$ cat src/rtl/gold_pkg.sv
// ---------------------------------------------------------------------------
// gold_pkg
// Shared definitions for the level-object spawner: object type encoding,
// screen geometry and the spawner state machine encoding.
// No ports (package).
// ---------------------------------------------------------------------------
package gold_pkg;

  localparam int SCREEN_W  = 640;
  localparam int SCREEN_H  = 480;

  // Storage depth of the slot table; NUM_OBJ selects how many are used.
  localparam int MAX_SLOTS = 16;

  typedef enum logic [1:0] {
    OBJ_SMALL_GOLD = 2'b00,
    OBJ_BIG_GOLD   = 2'b01,
    OBJ_ROCK       = 2'b10,
    OBJ_DIAMOND    = 2'b11
  } obj_type_t;

  typedef enum logic [3:0] {
    IDLE,
    REQ_X,
    WAIT_X,
    GET_X,
    REQ_Y,
    WAIT_Y,
    GET_Y,
    CHECK,
    COMMIT,
    FINISH
  } spawn_state_t;

endpackage

$ cat src/rtl/gold_spawner.sv
// ---------------------------------------------------------------------------
// gold_spawner
// Builds a level layout: for each object slot it fetches random x/y/type
// candidates from an external random generator, rejects positions outside
// the placement window, checks the candidate against every earlier placed
// slot (one slot per cycle) and commits it when it is at least MIN_DIST away
// on some axis. After MAX_TRIES collisions a slot is left empty.
//
// Ports
//   clk          system clock
//   resetN       asynchronous active-low reset
//   start        begins a new layout (accepted only when idle)
//   randomLatch  16-bit value latched by the upstream random generator
//   storeValue   one-cycle request for the generator to latch a new value
//   busy         layout in progress
//   done         one-cycle pulse when the layout is complete
//   rd_index     slot select for readout
//   rd_valid     selected slot holds an object
//   rd_x/rd_y    position of the selected slot
//   rd_type      object type of the selected slot
// ---------------------------------------------------------------------------
module gold_spawner
  import gold_pkg::*;
#(
  parameter int NUM_OBJ   = 8,
  parameter int X_MIN     = 16,
  parameter int X_MAX     = 607,
  parameter int Y_MIN     = 160,
  parameter int Y_MAX     = 447,
  parameter int MIN_DIST  = 32,
  parameter int MAX_TRIES = 16
) (
  input  logic        clk,
  input  logic        resetN,
  input  logic        start,
  input  logic [15:0] randomLatch,
  output logic        storeValue,
  output logic        busy,
  output logic        done,
  input  logic [3:0]  rd_index,
  output logic        rd_valid,
  output logic [9:0]  rd_x,
  output logic [8:0]  rd_y,
  output logic [1:0]  rd_type
);

  localparam int               TRY_W     = $clog2(MAX_TRIES + 1);
  localparam logic [TRY_W-1:0] TRY_LIMIT = TRY_W'(MAX_TRIES);
  localparam logic [3:0]       LAST_SLOT = 4'(NUM_OBJ - 1);

  spawn_state_t     state;
  logic [3:0]       slot;
  logic [3:0]       chk_idx;
  logic [TRY_W-1:0] tries;
  logic [9:0]       cand_x;
  logic [8:0]       cand_y;
  obj_type_t        cand_type;

  logic [MAX_SLOTS-1:0] obj_vld;
  logic [9:0]           obj_x    [MAX_SLOTS];
  logic [8:0]           obj_y    [MAX_SLOTS];
  obj_type_t            obj_type [MAX_SLOTS];

  logic [10:0]      sum_x;
  logic [9:0]       sum_y;
  logic             x_ok;
  logic             y_ok;
  logic [9:0]       dx;
  logic [8:0]       dy;
  logic             collide;
  logic [TRY_W-1:0] tries_inc;
  logic             unused_rand;

  // Offsets are widened by one bit so an out-of-window sum is visible.
  assign sum_x = 11'(X_MIN) + {1'b0, randomLatch[9:0]};
  assign sum_y = 10'(Y_MIN) + {1'b0, randomLatch[8:0]};
  assign x_ok  = (sum_x <= 11'(X_MAX));
  assign y_ok  = (sum_y <= 10'(Y_MAX));

  // Overlap test against the slot currently addressed by chk_idx; empty
  // (given-up) slots never block a candidate.
  assign dx = (cand_x >= obj_x[chk_idx]) ? (cand_x - obj_x[chk_idx])
                                         : (obj_x[chk_idx] - cand_x);
  assign dy = (cand_y >= obj_y[chk_idx]) ? (cand_y - obj_y[chk_idx])
                                         : (obj_y[chk_idx] - cand_y);
  assign collide = obj_vld[chk_idx] && (dx < 10'(MIN_DIST)) && (dy < 9'(MIN_DIST));

  assign tries_inc   = tries + TRY_W'(1);
  assign unused_rand = ^randomLatch[13:10];

  // Outputs are registered: each transition sets the value the output must
  // carry while in the destination state (defaults cover the common case).
  always_ff @(posedge clk or negedge resetN) begin
    if (!resetN) begin
      state      <= IDLE;
      storeValue <= 1'b0;
      busy       <= 1'b0;
      done       <= 1'b0;
      slot       <= '0;
      chk_idx    <= '0;
      tries      <= '0;
      cand_x     <= '0;
      cand_y     <= '0;
      cand_type  <= OBJ_SMALL_GOLD;
      obj_vld    <= '0;
      for (int i = 0; i < MAX_SLOTS; i++) begin
        obj_x[i]    <= '0;
        obj_y[i]    <= '0;
        obj_type[i] <= OBJ_SMALL_GOLD;
      end
    end else begin
      storeValue <= 1'b0;
      done       <= 1'b0;
      busy       <= 1'b1;
      case (state)
        IDLE: begin
          busy <= 1'b0;
          if (start) begin
            obj_vld    <= '0;
            slot       <= '0;
            tries      <= '0;
            state      <= REQ_X;
            storeValue <= 1'b1;
            busy       <= 1'b1;
          end
        end
        REQ_X:  state <= WAIT_X;
        WAIT_X: state <= GET_X;
        GET_X: begin
          // Out-of-window draws are simply redrawn; they do not cost a try.
          storeValue <= 1'b1;
          if (x_ok) begin
            cand_x <= sum_x[9:0];
            state  <= REQ_Y;
          end else begin
            state  <= REQ_X;
          end
        end
        REQ_Y:  state <= WAIT_Y;
        WAIT_Y: state <= GET_Y;
        GET_Y: begin
          if (y_ok) begin
            cand_y    <= sum_y[8:0];
            cand_type <= obj_type_t'(randomLatch[15:14]);
            chk_idx   <= '0;
            state     <= CHECK;
          end else begin
            storeValue <= 1'b1;
            state      <= REQ_Y;
          end
        end
        CHECK: begin
          if (slot == 4'd0) begin
            state <= COMMIT;
          end else if (collide) begin
            if (tries_inc == TRY_LIMIT) begin
              // Give up on this slot: leave it empty and move on.
              tries <= '0;
              if (slot == LAST_SLOT) begin
                state <= FINISH;
                done  <= 1'b1;
              end else begin
                slot       <= slot + 4'd1;
                state      <= REQ_X;
                storeValue <= 1'b1;
              end
            end else begin
              tries      <= tries_inc;
              state      <= REQ_X;
              storeValue <= 1'b1;
            end
          end else if (chk_idx == slot - 4'd1) begin
            state <= COMMIT;
          end else begin
            chk_idx <= chk_idx + 4'd1;
          end
        end
        COMMIT: begin
          obj_x[slot]    <= cand_x;
          obj_y[slot]    <= cand_y;
          obj_type[slot] <= cand_type;
          obj_vld[slot]  <= 1'b1;
          tries          <= '0;
          if (slot == LAST_SLOT) begin
            state <= FINISH;
            done  <= 1'b1;
          end else begin
            slot       <= slot + 4'd1;
            state      <= REQ_X;
            storeValue <= 1'b1;
          end
        end
        FINISH: begin
          state <= IDLE;
          busy  <= 1'b0;
        end
        default: begin
          state <= IDLE;
          busy  <= 1'b0;
        end
      endcase
    end
  end

  // Slots at or beyond NUM_OBJ read back as empty and zero.
  always_comb begin
    rd_valid = 1'b0;
    rd_x     = '0;
    rd_y     = '0;
    rd_type  = '0;
    if ({28'd0, rd_index} < 32'(NUM_OBJ)) begin
      rd_valid = obj_vld[rd_index];
      rd_x     = obj_x[rd_index];
      rd_y     = obj_y[rd_index];
      rd_type  = obj_type[rd_index];
    end
  end

endmodule

$ cat config.mk
export PLATFORM = sky130hd
export DESIGN_NAME = gold_spawner
export DESIGN_NICKNAME = d
export VERILOG_FILES = /design/src/rtl/gold_pkg.sv /design/src/rtl/gold_spawner.sv
export SDC_FILE = /design/constraint.sdc
export NUM_CORES = 1
export LEC_CHECK = 0
export ABC_AREA = 1
export CAP_MARGIN = 0
export CORE_MARGIN = 1.5
export CORE_UTILIZATION = 35
export DETAILED_ROUTE_END_ITERATION = 8
export PLACE_DENSITY = 0.56
export REMOVE_ABC_BUFFERS = 1
export SYNTH_ARGS = -nofsm -noshare
export SYNTH_HDL_FRONTEND = slang
export SYNTH_SLANG_ARGS = --single-unit
$ cat constraint.sdc
create_clock -name clk -period 8.7 [get_ports clk]
set_input_delay 1.305 -clock clk [delete_from_list [all_inputs] [get_ports clk]]
set_output_delay 1.305 -clock clk [all_outputs]
set_load 0.005 [all_outputs]
# After elaboration in Yosys (flattened, before gate mapping)
# Cells that the tools add are included.
dict set report classes {
  addsub 10
  n_lt_le_gt_ge 15
  n_eq_ne 19
  mux 76
  n_bitwise 4
  n_reduce_logical 17
}
# cell count
set op_table {}
lappend op_table {{160-bit bitwise mux} 1}
lappend op_table {{144-bit bitwise mux} 1}
lappend op_table {{10-bit binary-select mux with 4-bit select} 2}
lappend op_table {{9-bit binary-select mux with 4-bit select} 2}
lappend op_table {{10-bit 2-to-1 mux} 7}
lappend op_table {{9-bit 2-to-1 mux} 7}
lappend op_table {{4-bit 2-to-1 mux} 15}
lappend op_table {{10-bit demux with 4-bit select} 1}
lappend op_table {{9-bit demux with 4-bit select} 1}
lappend op_table {{4-bit one-hot mux with 9 select lines} 1}
lappend op_table {{32-bit bitwise mux} 1}
lappend op_table {{16-bit one-hot mux with 2 select lines} 1}
lappend op_table {{4-bit by 3-bit == test with 1-bit output (second input constant)} 5}
lappend op_table {{5-bit 2-to-1 mux} 4}
lappend op_table {{10-bit subtractor} 2}
lappend op_table {{9-bit subtractor} 2}
lappend op_table {{16-bit 2-to-1 mux} 1}
lappend op_table {{16-bit OR} 1}
lappend op_table {{5-bit greater-or-equal comparator (second input constant)} 3}
lappend op_table {{4-bit by 5-bit < comparator with 1-bit output (second input constant)} 3}
lappend op_table {{4-bit NOT with 5-bit output} 3}
lappend op_table {{5-bit one-hot mux with 3 select lines} 1}
lappend op_table {{1-bit 2-to-1 mux} 14}
lappend op_table {{2-bit inequality test (second input constant)} 7}
lappend op_table {{other kinds (38)} 55}
dict set report totals {
  register_bits 393
  inputBits 23
  output_inout_bits 25
  word_cells 200
}

# Logic depth before layout (Yosys ltp)
# Gate-level depths: netlist of run 1.
dict set report depth {
  word_depth 12
  depth_mapped 30
  ltp_nobuf 28
}

# Worst setup path before layout of run 1
# OpenSTA, ideal clock, no wires.
dict set report synth_path {
  path_kind {input-to-output}
  from {in rd_index[1]}
  to {out rd_type[0]}
  arrival_ns 2.286
  t_required_ns 7.395
  path_slack_ns 5.109
  cell_stages 6
  n_path_buf 2
  path_cell_list {clkbuf_1 > buf_1 > o21ai_0 > o22ai_1 > o21ai_0 > a31oi_1}
}
dict set report synth_between {
  elab_chain_cells 5
}
# item line
set synth_lines {}
lappend synth_lines {{start: declaration} gold_spawner.sv:40} ;# input logic [3:0] rd_index,
lappend synth_lines {{4-bit NOT with 5-bit output (implied by the code)} gold_spawner.sv:215} ;# rd_type = obj_type[rd_index];
lappend synth_lines {{2-bit binary-select mux with 4-bit select} gold_spawner.sv:215}
lappend synth_lines {{2-bit 2-to-1 mux (implied by the code) (2 in a row)} gold_spawner.sv:215}
lappend synth_lines {{2-bit 2-to-1 mux (*)} gold_spawner.sv:211} ;# if ({28'd0, rd_index} < 32'(NUM_OBJ)) begin
lappend synth_lines {{end: declaration} gold_spawner.sv:44} ;# output logic [1:0] rd_type
# Every way passes the cells marked *; elsewhere a longest branch is shown, timed or not. The select of a mux whose other input is x is not followed.

# Worst setup path after layout of run 1
dict set report layout_path {
  from {in rd_index[0]}
  to {out rd_x[7]}
}
dict set report layout_between {
  elab_chain_cells 5
}
# item line
set layout_lines {}
lappend layout_lines {{4-bit NOT with 5-bit output (implied by the code)} gold_spawner.sv:213} ;# rd_x = obj_x[rd_index];
lappend layout_lines {{10-bit binary-select mux with 4-bit select} gold_spawner.sv:213}
lappend layout_lines {{10-bit 2-to-1 mux (implied by the code) (2 in a row)} gold_spawner.sv:213}
lappend layout_lines {{10-bit 2-to-1 mux (*)} gold_spawner.sv:211}
lappend layout_lines {{end: declaration} gold_spawner.sv:42} ;# output logic [9:0] rd_x,
# Marked as above.

==> results of run 1 <==
[critical path, cell delays in order]
cell             delay [ps]
buf_4                   210
inv_2                   580
buf_4                   460
o21ai_0                 130
o22ai_1                 140
o21ai_0                 100
a31oi_1                 320
clkdlybuf4s50_1         560
[flip-flops by register name (all words and copies together) (netlist names)]
register	cells
busy	1
chk_idx	4
obj_y	144
obj_vld	16
state	4
cand_y	9
storeValue	1
done	1
cand_type	2
tries	5
obj_x	160
obj_type	16
cand_x	10
slot	4
[cell families after synthesis]
family          Yosys count
simple gates           1008
compound gates          831
buf+inv                 392
flops                   377
fa+ha+maj                45
xor+xnor                 15
[layer usage]
layer  global-route usage, %  up-vias  wire length (um)
met5                       0        -                 0
met4                    5.35        0              1260
met3                    3.23       96              3770
met2                    34.5      508             28700
met1                    30.0     8795             29300
li1                        -     8746                 -
[cell type report]
class	instances	area, um2
flip-flops and latches	377	9440
clock inverters	9	83.8
repair buffers	85	756
multi-input cells	1899	9270
diodes	1	2.50
inverters	206	776
clock buffers	64	1250
fillers	5721	34200
well taps	756	946
[power breakdown]
part / total, uW / switching [uW] / internal (uW)
Combinational: 3150 / 2210 / 940
Clock: 1770 / 744 / 1020
Sequential: 2070 / 161 / 1910
Total: 6980 / 3110 / 3870
[cells in the final DEF (no fill, tap or decap), drive strengths merged]
cell | synthesis | layout
or2 | 1 | 1
nor3 | 5 | 5
clkdlybuf4s50 | 0 | 40
inv | 203 | 206
a2111oi | 1 | 1
clkinvlp | 0 | 1
nand3 | 91 | 91
clkinv | 3 | 7
clkbuf | 161 | 64
o211ai | 16 | 16
nand4 | 32 | 32
ha | 45 | 45
nor2 | 187 | 187
o221ai | 9 | 9
nand3b | 1 | 1
nand2 | 691 | 691
o21ai | 576 | 576
buf | 25 | 45
o21bai | 1 | 1
xnor2 | 5 | 5
a21oi | 150 | 150
o21a | 2 | 2
diode | 0 | 1
a311oi | 1 | 1
dfrtp | 377 | 377
a31oi | 22 | 22
o2111ai | 11 | 11
xor2 | 10 | 10
o22ai | 20 | 20
o211a | 1 | 1
bufinv | 0 | 1
a21o | 1 | 1
a221oi | 18 | 18
o31ai | 2 | 2
[worst paths after layout]
kind	startpoint	end	slack, ps	depth (start not counted)
max	rd_index[0]	rd_x[7]	3540	8
min	obj_x[124]	obj_x[124]	480	2
max reg2reg	chk_idx[0]	tries[2]	3690	19
min reg2reg	obj_x[124]	obj_x[124]	480	2
max in group asynchronous	resetN	obj_y[62]	6560	2
min in group asynchronous	resetN	obj_x[145]	760	1
[stage by stage]
step,utilization (%),cells,worst slack (ps)
6_report,39.7,3397,3540
5_1_grt,39.7,3396,3270
4_1_cts,39.7,3396,3590
3_5_place_dp,37.4,3323,3570
3_3_place_gp,37.4,3323,3580
2_1_floorplan,-,2482,292
==> metrics.txt, run 1 <==
Most used DFF post-synth dfrtp_1; area grow syn2layout 11.5%; clk_lat worst skew approximately 580 ps; ys async rst share 100%; mux contribution to synthesized area 0%; Finished Cell Area roughly 23000 um2; via count of the routed design 18.1k; Cell Pwr Density about 310 nW/um2; adder-cell share of the synthesized area under 10%; Seq cells post-synth 377; WP data required 7390 ps; maximum clock frequency just under 200 MHz; Synth area leaders dfrtp_1 47%, o21ai_0 14%, nand2_1 13%; Lkg Pwr between 0.01 and 0.015 uW; synthesized area ~20000 um2; largest family of logic cells by synthesized area compound AO/OA/AOI/OAI gates; post-synthesis simple-gate area fraction between 20% and 30%; RePlAce Congestion about 0.85; # IOs 48; Synth Area in Compound Gates 21.9%; final period utilization approximately three fifths; Worst-path clk slew about 50 ps; Arrival @ worst endpoint 3860 ps; Tmin final about 5200 ps; total iterations of the first detailed-routing run 5; xor/xnor share of the synthesized area less than 1%; Post-Synthesis Cells between 2k and 3k; Startpoint Class input port; RSZ-0062 raised after global routing false; VDD IR max roughly 0.14 mV; DRT antenna net count 0; Fin. Hold Viols 0; # resized after CTS 0; Num CTS Buffers 43; Yosys warning total 0; DRC Markers 0; crit-path max FO between 40 and 50; hpwl dp ~39000 um; Clock Sinks 377; routed wire length per instance around 19 um; setup_tns 0 ps; count of cell types in the netlist 43; clock buffer depth 3; Die Width ~240 um; Pins Over Slew Limit 0; Die Height between 200 and 250 um; total core area around 57000 um2; TritonCTS clock tree built; WS Path Type in2out; first-pass GRT wire length 101000 um; IO Port Bufs 43; num rows 87; antenna violations before repair 0; post-synth top area share a little under half; Routed WL approximately 63000 um; Post CTS Setup Buffer Count 0; Total Power about 7000 uW; initial DRC count ~1.8k; actual slew at the worst max-slew pin about 1100 ps; largest net degree at the start of global routing between 150 and 200; top-count cell post-synth nand2_1; worst hold path class reg2reg; commonest cells in the netlist 682 x nand2_1, 574 x o21ai_0, 377 x dfrtp_1; Final Setup Violations 0; number of global-route vias before repair roughly 18k; DP Area around 21000 um2; root buf cell clkbuf_16; GRT Util Overall 21.4%; syn avg cell area between 7 and 8 um2; final net count 2680; DIE AREA ~59000 um2; grt total ovfl 0; Setup Skew about 23 ps; layout cells sized above 1 5.57%; vias per cell about 5.3; Setup crit end kind output port; Rel. slew slack 24.6%; initial cell density of the core between 30 and 40%; area leader, netlist dfrtp_1; max-cap viol count 0; final hold slack 479 ps; status finished clean; H-tree Lvls 2; sequential area share after synthesis 46.7%; EDFF count, synth 0; hold_buf cts 0
Power figures use the tool's default switching activity.
==> run 2: changes to the inputs <==
Settings changed: PLACE_DENSITY 0.56 to 0.58.
Clock period 8.7 ns to 4.54 ns, I/O delays scaled along.
==> metrics.txt, run 2 (synthesized netlist as in run 1, its figures left out) <==
status finished clean (unchanged); crit-path max FO 60 (was 42); final period utilization around 93%; IO Port Bufs 43 (unchanged); # resized after CTS 0 (unchanged); slowest cell on the critical path dfrtp_4 (was inv_2); Lkg Pwr 0.0103 uW (was 0.0101 uW); Finished Cell Area 23000 um2 (was 22500 um2); Worst-path clk slew 60 ps (was 50 ps); GRT Util Overall 21.5% (was 21.4%); commonest cells after routing, fill and taps aside 682 x nand2_1, 574 x o21ai_0, 375 x dfrtp_1 (unchanged); worst hold path class in2async (was reg2reg); final net count 2697 (was 2680); Fin. Hold Viols 0 (unchanged); Post CTS Setup Buffer Count 0 (unchanged); crit-path most repeated cell nand2_1; Die Height 243 um (unchanged); DP Area 21500 um2 (was 21200 um2); DRC Markers 0 (unchanged); WP data required 5000 ps (was 7390 ps); layout cells sized above 1 6.65% (was 5.57%); initial DRC count 1803 (was 1764); Tmin final ~4200 ps; Setup crit end kind flop (was output port); antenna violations before repair 0 (unchanged); Cell Pwr Density 600 nW/um2 (was 310 nW/um2); ant diodes 0 (was 1); max reg flops 160 (unchanged); utilization after layout 40.5% (was 39.7%); clk_lat worst skew 580 ps (about the same); RSZ-0062 raised after global routing false (unchanged); Arrival @ worst endpoint 4660 ps (was 3860 ps); via count of the routed design 18.5k (was 18.1k); Startpoint Class flop (was input port); RePlAce Congestion 0.875 (was 0.855); Setup Skew 17.1 ps (was 22.5 ps); total iterations of the first detailed-routing run 6 (was 5); max-cap viol count 0 (unchanged); grt total ovfl 0 (unchanged); Crit path largest cell delay 660 ps (was 580 ps); Final Setup Violations 0 (unchanged); hold_buf cts 0 (unchanged); Rel. slew slack 25.9% (was 24.6%); WS Path Type reg2reg (was in2out); hpwl dp 39600 um (was 38600 um); leading cell type in the layout, fill and taps excluded nand2_1 (unchanged); DRT antenna net count 0 (unchanged); Pins Over Slew Limit 0 (unchanged); root buf cell clkbuf_16 (unchanged); initial cell density of the core 35.6% (unchanged); H-tree Lvls 2 (unchanged); largest net degree at the start of global routing 120 (was 166); critical path's top delay family simple AND/OR/NAND/NOR gates (was buffers and inverters); clock buffer depth 3 (unchanged); fill count 5694 (was 5721); worst path cell trace buf_12, a21oi_1, o21ai_0, o21ai_0, o21ai_0, nand2_1, ha_1, nand2_1, nor2_2, nand2_1, nand3_2, a21oi_2, nand2_1, nand2_1, nand2_1, inv_1, nand4_4, nand2_4, nand3_1, nand2_1, nand2_1 (was buf_4, inv_2, buf_4, o21ai_0, o22ai_1, o21ai_0, a31oi_1, clkdlybuf4s50_1); Die Width 243 um (unchanged); VDD IR max 0.275 mV (was 0.144 mV); maximum clock frequency around 240 MHz; Worst Path Buf+Inv 2 (was 4); Num CTS Buffers 44 (was 43); Clock Sinks 377 (unchanged); number of global-route vias before repair 17.6k (was 17.7k); vias per cell 5.41 (was 5.34); area grow syn2layout 13.7% (was 11.5%); DIE AREA 59200 um2 (unchanged); Routed WL 63700 um (was 63100 um); num rows 87 (unchanged); total core area 56700 um2 (unchanged); first-pass GRT wire length 101000 um (about the same); biggest registers after layout obj_x (160), obj_y (144) (unchanged); # IOs 48 (unchanged); TritonCTS clock tree built (unchanged); actual slew at the worst max-slew pin 1110 ps (was 1130 ps); Top reg by flops obj_x (unchanged); routed wire length per instance 18.7 um (was 18.6 um)
## run 2: changes by cell type in the layout (fill, tap and decap cells not counted), sizes merged
cell	delta
inv	+1
clkbuf	+3
clkinvlp	-1
diode	-1
clkinv	+1
buf	+16
bufinv	+1
## run 2: metrics by stage
step	setup TNS [ps]	std cells	setup slack (ps)	hold slack [ps]	power (uW)
finish	0	3417	335	201	13800
global route	0	3417	69.7	285	14800
CTS	0	3417	408	270	13800
detailed placement	0	3339	418	468	10100
global placement	0	3339	468	461	10100
floorplan	-71740	2482	-3870	385	8130
## run 2: area by class of cell
cell class              instances  area (um2)  area share [%]
well taps                     756         946            4.12
multi-input cells            1899        9290            40.4
clock inverters                11         143           0.621
repair buffers                101        1010            4.41
inverters                     206         776            3.38
clock buffers                  67        1370            5.95
flip-flops and latches        377        9440            41.1
## run 2: worst paths after layout
check                           start    endpoint  slack, ps  cells after the start
setup / recovery           chk_idx[0]    tries[3]        330                     21
hold / removal                 resetN   cand_y[8]        200                      1
setup reg to reg           chk_idx[0]    tries[3]        330                     21
hold reg to reg             obj_x[53]   obj_x[53]        480                      2
max in group asynchronous      resetN  obj_vld[3]       3230                      2
min in group clk            obj_x[53]   obj_x[53]        480                      2
## run 2: where the power goes
part | switching, uW | internal [uW]
clock | 1470 | 2200
sequential | 246 | 3650
combinational | 4330 | 1900
total | 6040 | 7750
## run 2: metal layers
layer / up-vias / global-route usage (%) / wire (um)
li1: 8786 / - / -
met1: 8963 / 30.2 / 29700
met2: 620 / 34.3 / 28600
met3: 109 / 2.70 / 3690
met4: 0 / 6.85 / 1700
met5: - / 0 / 0
